$ cat src/rtl/dsc_pkg.sv
// Shared types and default widths for the DSC slice controller.
package dsc_pkg;

    localparam int unsigned DSC_DIM_W = 16;
    localparam int unsigned DSC_IDX_W = 12;

    typedef enum logic [2:0] {
        S_IDLE,
        S_CHECK,
        S_ISSUE,
        S_WAIT,
        S_NEXT,
        S_DONE
    } dsc_state_t;

    typedef struct packed {
        logic [DSC_DIM_W-1:0] pic_w;
        logic [DSC_DIM_W-1:0] pic_h;
        logic [DSC_DIM_W-1:0] slice_w;
        logic [DSC_DIM_W-1:0] slice_h;
    } dsc_cfg_t;

    typedef struct packed {
        logic [DSC_DIM_W-1:0] x;
        logic [DSC_DIM_W-1:0] y;
        logic [DSC_DIM_W-1:0] w;
        logic [DSC_DIM_W-1:0] h;
        logic [DSC_IDX_W-1:0] idx;
    } dsc_slice_cmd_t;

endpackage

$ cat src/rtl/dsc_slice_geom.sv
// Combinational raster step: next slice origin, its clipped size, and end-of-frame detect.
module dsc_slice_geom
    import dsc_pkg::*;
#(
    parameter int unsigned DIM_W = DSC_DIM_W
) (
    input  logic [DIM_W-1:0] pic_w,
    input  logic [DIM_W-1:0] pic_h,
    input  logic [DIM_W-1:0] slice_w,
    input  logic [DIM_W-1:0] slice_h,
    input  logic [DIM_W-1:0] x,
    input  logic [DIM_W-1:0] y,
    output logic [DIM_W-1:0] next_x,
    output logic [DIM_W-1:0] next_y,
    output logic [DIM_W-1:0] next_w,
    output logic [DIM_W-1:0] next_h,
    output logic             last
);

    logic [DIM_W:0]   sum_x;
    logic [DIM_W:0]   sum_y;
    logic             wrap;
    logic [DIM_W-1:0] rem_w;
    logic [DIM_W-1:0] rem_h;

    // One extra bit so x+slice_w / y+slice_h cannot wrap before the compare.
    assign sum_x  = {1'b0, x} + {1'b0, slice_w};
    assign wrap   = (sum_x >= {1'b0, pic_w});
    assign next_x = wrap ? '0 : sum_x[DIM_W-1:0];
    assign sum_y  = wrap ? ({1'b0, y} + {1'b0, slice_h}) : {1'b0, y};
    assign last   = (sum_y >= {1'b0, pic_h});
    assign next_y = sum_y[DIM_W-1:0];

    assign rem_w  = pic_w - next_x;
    assign rem_h  = last ? '0 : (pic_h - next_y);
    assign next_w = (slice_w < rem_w) ? slice_w : rem_w;
    assign next_h = (slice_h < rem_h) ? slice_h : rem_h;

endmodule

$ cat src/rtl/dsc_slice_ctrl.sv
// Frame slicer: validates a picture/slice configuration and issues clipped slice commands in raster order.
module dsc_slice_ctrl
    import dsc_pkg::*;
#(
    parameter int unsigned DIM_W = DSC_DIM_W,
    parameter int unsigned IDX_W = DSC_IDX_W
) (
    input  logic             clk,
    input  logic             rst_n,
    input  logic             cfg_start,
    input  logic [DIM_W-1:0] cfg_pic_w,
    input  logic [DIM_W-1:0] cfg_pic_h,
    input  logic [DIM_W-1:0] cfg_slice_w,
    input  logic [DIM_W-1:0] cfg_slice_h,
    input  logic             abort,
    output logic             busy,
    output logic             frame_done,
    output logic             cfg_err,
    output logic             slc_valid,
    input  logic             slc_ready,
    output logic [DIM_W-1:0] slc_x,
    output logic [DIM_W-1:0] slc_y,
    output logic [DIM_W-1:0] slc_w,
    output logic [DIM_W-1:0] slc_h,
    output logic [IDX_W-1:0] slc_idx,
    input  logic             slc_done,
    output logic             proto_err
);

    localparam int unsigned CNT_W = 2 * DIM_W + 2;
    localparam logic [CNT_W-1:0] CNT_MAX = CNT_W'(1) << IDX_W;

    dsc_state_t       state;
    logic [DIM_W-1:0] pic_w_q, pic_h_q, slice_w_q, slice_h_q;
    logic [DIM_W-1:0] x_q, y_q, w_q, h_q;
    logic [IDX_W-1:0] idx_q;

    logic [DIM_W-1:0] nx, ny, nw, nh;
    logic             last;

    logic [DIM_W:0]   sw_div, sh_div, cols, rows;
    logic [CNT_W-1:0] slice_cnt;
    logic             cfg_bad;

    assign slc_x   = x_q;
    assign slc_y   = y_q;
    assign slc_w   = w_q;
    assign slc_h   = h_q;
    assign slc_idx = idx_q;

    dsc_slice_geom #(.DIM_W(DIM_W)) u_geom (
        .pic_w   (pic_w_q),
        .pic_h   (pic_h_q),
        .slice_w (slice_w_q),
        .slice_h (slice_h_q),
        .x       (x_q),
        .y       (y_q),
        .next_x  (nx),
        .next_y  (ny),
        .next_w  (nw),
        .next_h  (nh),
        .last    (last)
    );

    // Zero divisors are replaced by 1; such configs are rejected by the zero test anyway.
    always_comb begin
        sw_div    = (slice_w_q == '0) ? (DIM_W+1)'(1) : {1'b0, slice_w_q};
        sh_div    = (slice_h_q == '0) ? (DIM_W+1)'(1) : {1'b0, slice_h_q};
        cols      = ({1'b0, pic_w_q} + {1'b0, slice_w_q} - (DIM_W+1)'(1)) / sw_div;
        rows      = ({1'b0, pic_h_q} + {1'b0, slice_h_q} - (DIM_W+1)'(1)) / sh_div;
        slice_cnt = CNT_W'(cols) * CNT_W'(rows);
        cfg_bad   = (pic_w_q == '0) || (pic_h_q == '0) ||
                    (slice_w_q == '0) || (slice_h_q == '0) ||
                    (slice_w_q > pic_w_q) || (slice_h_q > pic_h_q) ||
                    (slice_cnt > CNT_MAX);
    end

    always_ff @(posedge clk or negedge rst_n) begin
        if (!rst_n) begin
            state      <= S_IDLE;
            busy       <= 1'b0;
            frame_done <= 1'b0;
            cfg_err    <= 1'b0;
            slc_valid  <= 1'b0;
            proto_err  <= 1'b0;
            pic_w_q    <= '0;
            pic_h_q    <= '0;
            slice_w_q  <= '0;
            slice_h_q  <= '0;
            x_q        <= '0;
            y_q        <= '0;
            w_q        <= '0;
            h_q        <= '0;
            idx_q      <= '0;
        end else begin
            frame_done <= 1'b0;
            cfg_err    <= 1'b0;
            if (slc_done && state != S_WAIT) begin
                proto_err <= 1'b1;
            end
            if (abort && state != S_IDLE) begin
                state     <= S_IDLE;
                busy      <= 1'b0;
                slc_valid <= 1'b0;
            end else begin
                case (state)
                    S_IDLE: begin
                        if (cfg_start) begin
                            pic_w_q   <= cfg_pic_w;
                            pic_h_q   <= cfg_pic_h;
                            slice_w_q <= cfg_slice_w;
                            slice_h_q <= cfg_slice_h;
                            proto_err <= 1'b0;
                            busy      <= 1'b1;
                            state     <= S_CHECK;
                        end
                    end
                    S_CHECK: begin
                        if (cfg_bad) begin
                            cfg_err <= 1'b1;
                            busy    <= 1'b0;
                            state   <= S_IDLE;
                        end else begin
                            x_q       <= '0;
                            y_q       <= '0;
                            w_q       <= slice_w_q;
                            h_q       <= slice_h_q;
                            idx_q     <= '0;
                            slc_valid <= 1'b1;
                            state     <= S_ISSUE;
                        end
                    end
                    S_ISSUE: begin
                        if (slc_ready) begin
                            slc_valid <= 1'b0;
                            state     <= S_WAIT;
                        end
                    end
                    S_WAIT: begin
                        if (slc_done) begin
                            state <= S_NEXT;
                        end
                    end
                    S_NEXT: begin
                        x_q   <= nx;
                        y_q   <= ny;
                        idx_q <= idx_q + IDX_W'(1);
                        if (last) begin
                            frame_done <= 1'b1;
                            state      <= S_DONE;
                        end else begin
                            w_q       <= nw;
                            h_q       <= nh;
                            slc_valid <= 1'b1;
                            state     <= S_ISSUE;
                        end
                    end
                    S_DONE: begin
                        busy  <= 1'b0;
                        state <= S_IDLE;
                    end
                    default: begin
                        busy      <= 1'b0;
                        slc_valid <= 1'b0;
                        state     <= S_IDLE;
                    end
                endcase
            end
        end
    end

endmodule

$ cat config.mk
export PLATFORM = sky130hd
export DESIGN_NAME = dsc_slice_ctrl
export DESIGN_NICKNAME = d
export VERILOG_FILES = /design/src/rtl/dsc_pkg.sv /design/src/rtl/dsc_slice_geom.sv /design/src/rtl/dsc_slice_ctrl.sv
export SDC_FILE = /design/constraint.sdc
export NUM_CORES = 2
export LEC_CHECK = 0
export CELL_PAD_IN_SITES_DETAIL_PLACEMENT = 2
export CELL_PAD_IN_SITES_GLOBAL_PLACEMENT = 2
export CORE_AREA = 2 2 361 363
export DETAILED_ROUTE_END_ITERATION = 16
export DIE_AREA = 0 0 363 365
export PLACE_DENSITY = 0.67
export SYNTH_ARGS = -nofsm -noshare
export SYNTH_HDL_FRONTEND = slang
export SYNTH_SLANG_ARGS = --single-unit
$ cat constraint.sdc
create_clock -name clk -period 79 [get_ports clk]
set_clock_uncertainty 0.05 [all_clocks]
set_input_delay 11.85 -clock clk [delete_from_list [all_inputs] [get_ports clk]]
set_output_delay 11.85 -clock clk [all_outputs]
set_load 0.01 [all_outputs]
==> metrics.cfg <==
[timing]
fmax_mhz = 19.1
fin_crit_sh_pct = 66.3
final_max_slew_viol_count = 0
period_needed_ns = 52.36
fin_hold_ws_ns = 0.466
slew_headroom_pct = 5.58
finalSetupViolations = 0
grt_setup_unrepaired = false
tns_ns = 0
worstMarginPinSlew_ns = 1.41
finalHoldViolCount = 0

[grt]
globalRouteTotalUtil_pct = 24.8
met3_usage_pct = 1.41
met2_usage_pct = 43.6
busiest_layer = met2
grt_use_met1_pct = 33.5
grt_pass1_vias = 41200
antenna_found_initial = 1
grt_pass1_wl_um = 255000
grt_max_degree = 93
grt_overflow = 0

[clock_tree]
numClockSinks = 148
cts_buffers = 17
postCtsHoldBufs = 0
cts_tree = yes
root_buffer = clkbuf_16
post_cts_resized = 0
clk-insertion-delay-late_ns = 0.48
htreeDepth = 4
path_clk_slew_ns = 0.07
cts_setup_buffers = 0
clock_path_buffers = 2

[synth]
synth_top_family_by_area = adder cells
synth_adder_area_share_pct = 32.6
synth_area_per_cell_sq_um = 7.74
ys_ff_latch = 148
synthSimpleGateAreaFrac_pct = 19.1
synth_xor_area_share_pct = 5.08
ys_warn_count = 0
synth_top_flop_cell = dfrtp_1
syn-num-nets = 5897
ys_types = 100
netlist_instances = 4965
synth-compound-area-share_pct = 21.9
synth-edff-count = 0
async_reset_ff_share_pct = 100
synth_area_sq_um = 38400
synthMuxAreaShare_pct = 4.46
yosysSeqAreaShare_pct = 9.64

[drt]
drtIter0Drc = 1659
drc = 0
routed_wl_um = 165000
vias = 37700
wl_per_cell_um = 24.6
ant_nets = 0
vias_per_cell = 5.59
drt_pre_antenna_iters = 5

[finish]
final_common_cell = ha_1
final_cells = 6732
syn2layout_area_growth_pct = 11.1
nets = 5975
mostFrequentLayoutCells = 632 x ha_1, 571 x nand2_1, 566 x inv_1
fillers = 14800
drive_above_1_share_pct = 5.85
stdcell_area_sq_um = 42700

[die]
design.core.area_sq_um = 129000
rows = 132
ios = 151
start_util_pct = 29.9
die_y_um = 365
die_area_sq_um = 132000
die_width_um = 363

[critical_path]
critical_path_required_ns = 79.26
crit_fanout = 44
crit_path_end_kind = flip-flop
path_buf_inv = 12
cpPeakStageDelay_ns = 1.08
cp_top_family = compound AO/OA/AOI/OAI gates
critPathKind = reg -> reg
crit_slowest_cell = nor2_2
arrival_ns = 52.61
crit_top_cell = ha_1
start_kind = flip-flop

[placed_design]
placed_cells = 6698
hpwl_um = 137000
gp_congestion = 0.882
portBuffers = 150
place_area_sq_um = 42100

[run_status]
status = complete, no violations

[min_path]
hp-class = reg -> reg

[flow_run]
maxCapViolCount = 0

[layout make-up]
| type | count | area (sq um) | share of cell area [%] |
|---|---|---|---|
| Sequential cell | 148 | 3700 | 8.68 |
| Timing Repair Buffer | 220 | 2030 | 4.76 |
| Antenna cell | 1 | 2.50 | 0.00587 |
| Clock inverter | 14 | 145 | 0.340 |
| Clock buffer | 18 | 439 | 1.03 |
| Tap cell | 1675 | 2100 | 4.91 |
| Multi-Input combinational cell | 4090 | 32100 | 75.3 |
| Inverter | 566 | 2120 | 4.98 |
[stage by stage]
stage	utilization [%]	setup slack (ns)
after floorplan	-	40.46
after global placement	32.7	27.32
after detailed placement	32.7	26.59
after CTS	33.1	26.34
after global routing	33.2	23.26
final	33.2	26.64
[layer usage]
layer	up-vias	part of all wire (%)
li1	17600	-
met1	19400	47
met2	507	48
met3	106	2.2
met4	0	2.0
met5	-	0
[worst register-to-register path, delay by kind of cell (launching register included)]
family,cells,cell delay (ns)
simple gates,44,10.99
fa+ha+maj,26,9.99
buf+inv,12,1.68
compound gates,74,26.62
flops,1,0.71
mux,5,2.14
[final timing paths]
check | startpoint | endpoint | slack (ns) | cells past startpoint
max | slice_w_q[11] | slc_x[3] | 26.64 | 161
min | slc_h[7] | slc_h[7] | 0.47 | 1
max reg2reg | slice_w_q[11] | slc_x[3] | 26.64 | 161
min reg2reg | slc_h[7] | slc_h[7] | 0.47 | 1
max in group asynchronous | rst_n | slice_w_q[7] | 66.01 | 2
min in group asynchronous | rst_n | slice_h_q[12] | 11.45 | 1
[logic make-up (layout without fill, tap and decap cells)]
group	count (synthesis)	after routing
AND/OR/NAND/NOR	1579	1579
XOR/XNOR	223	223
adder cells (fa/ha/maj)	864	864
other	0	1
multiplexers	149	149
flip-flops	148	148
buffers and inverters	727	818
AO/OA/AOI/OAI	1275	1275
[Yosys cell counts, drive strengths merged (33+ instances only)]
library cell  number  share of area, %
ha               632                21
nand2            571               5.6
inv              566               5.5
nor2             404               4.0
a21oi            299               3.9
o21ai            282               3.7
fa               230                12
dfrtp            148               9.6
nor3             144               1.9
xnor2            138               3.1
o21a             130               2.5
clkbuf           129               1.3
a21o             120               2.3
mux2              91               3.0
nand3             87               1.2
xor2              85               1.9
mux2i             58               1.5
or3               54              0.88
nor2b             53              0.86
o22ai             47              0.77
a31oi             46              0.87
nand4             46              0.75
nor4              46              0.92
a211oi            41              0.81
o21bai            37              0.72
o31ai             36              0.72
nand2b            34              0.55
o211ai            34              0.68
and2              33              0.54
[flip-flops by register name, indices dropped and copies added, names as in the netlist]
register	flops
pic_w_q	16
slc_y	16
proto_err	1
cfg_err	1
slc_valid	1
slc_w	16
slc_x	16
slc_h	16
pic_h_q	16
slice_w_q	16
busy	1
slice_h_q	16
state	3
slc_idx	12
frame_done	1
Power is left out: the tool's default activity adds up to more than one toggle a clock period on the data nets, which glitch-free logic cannot reach.
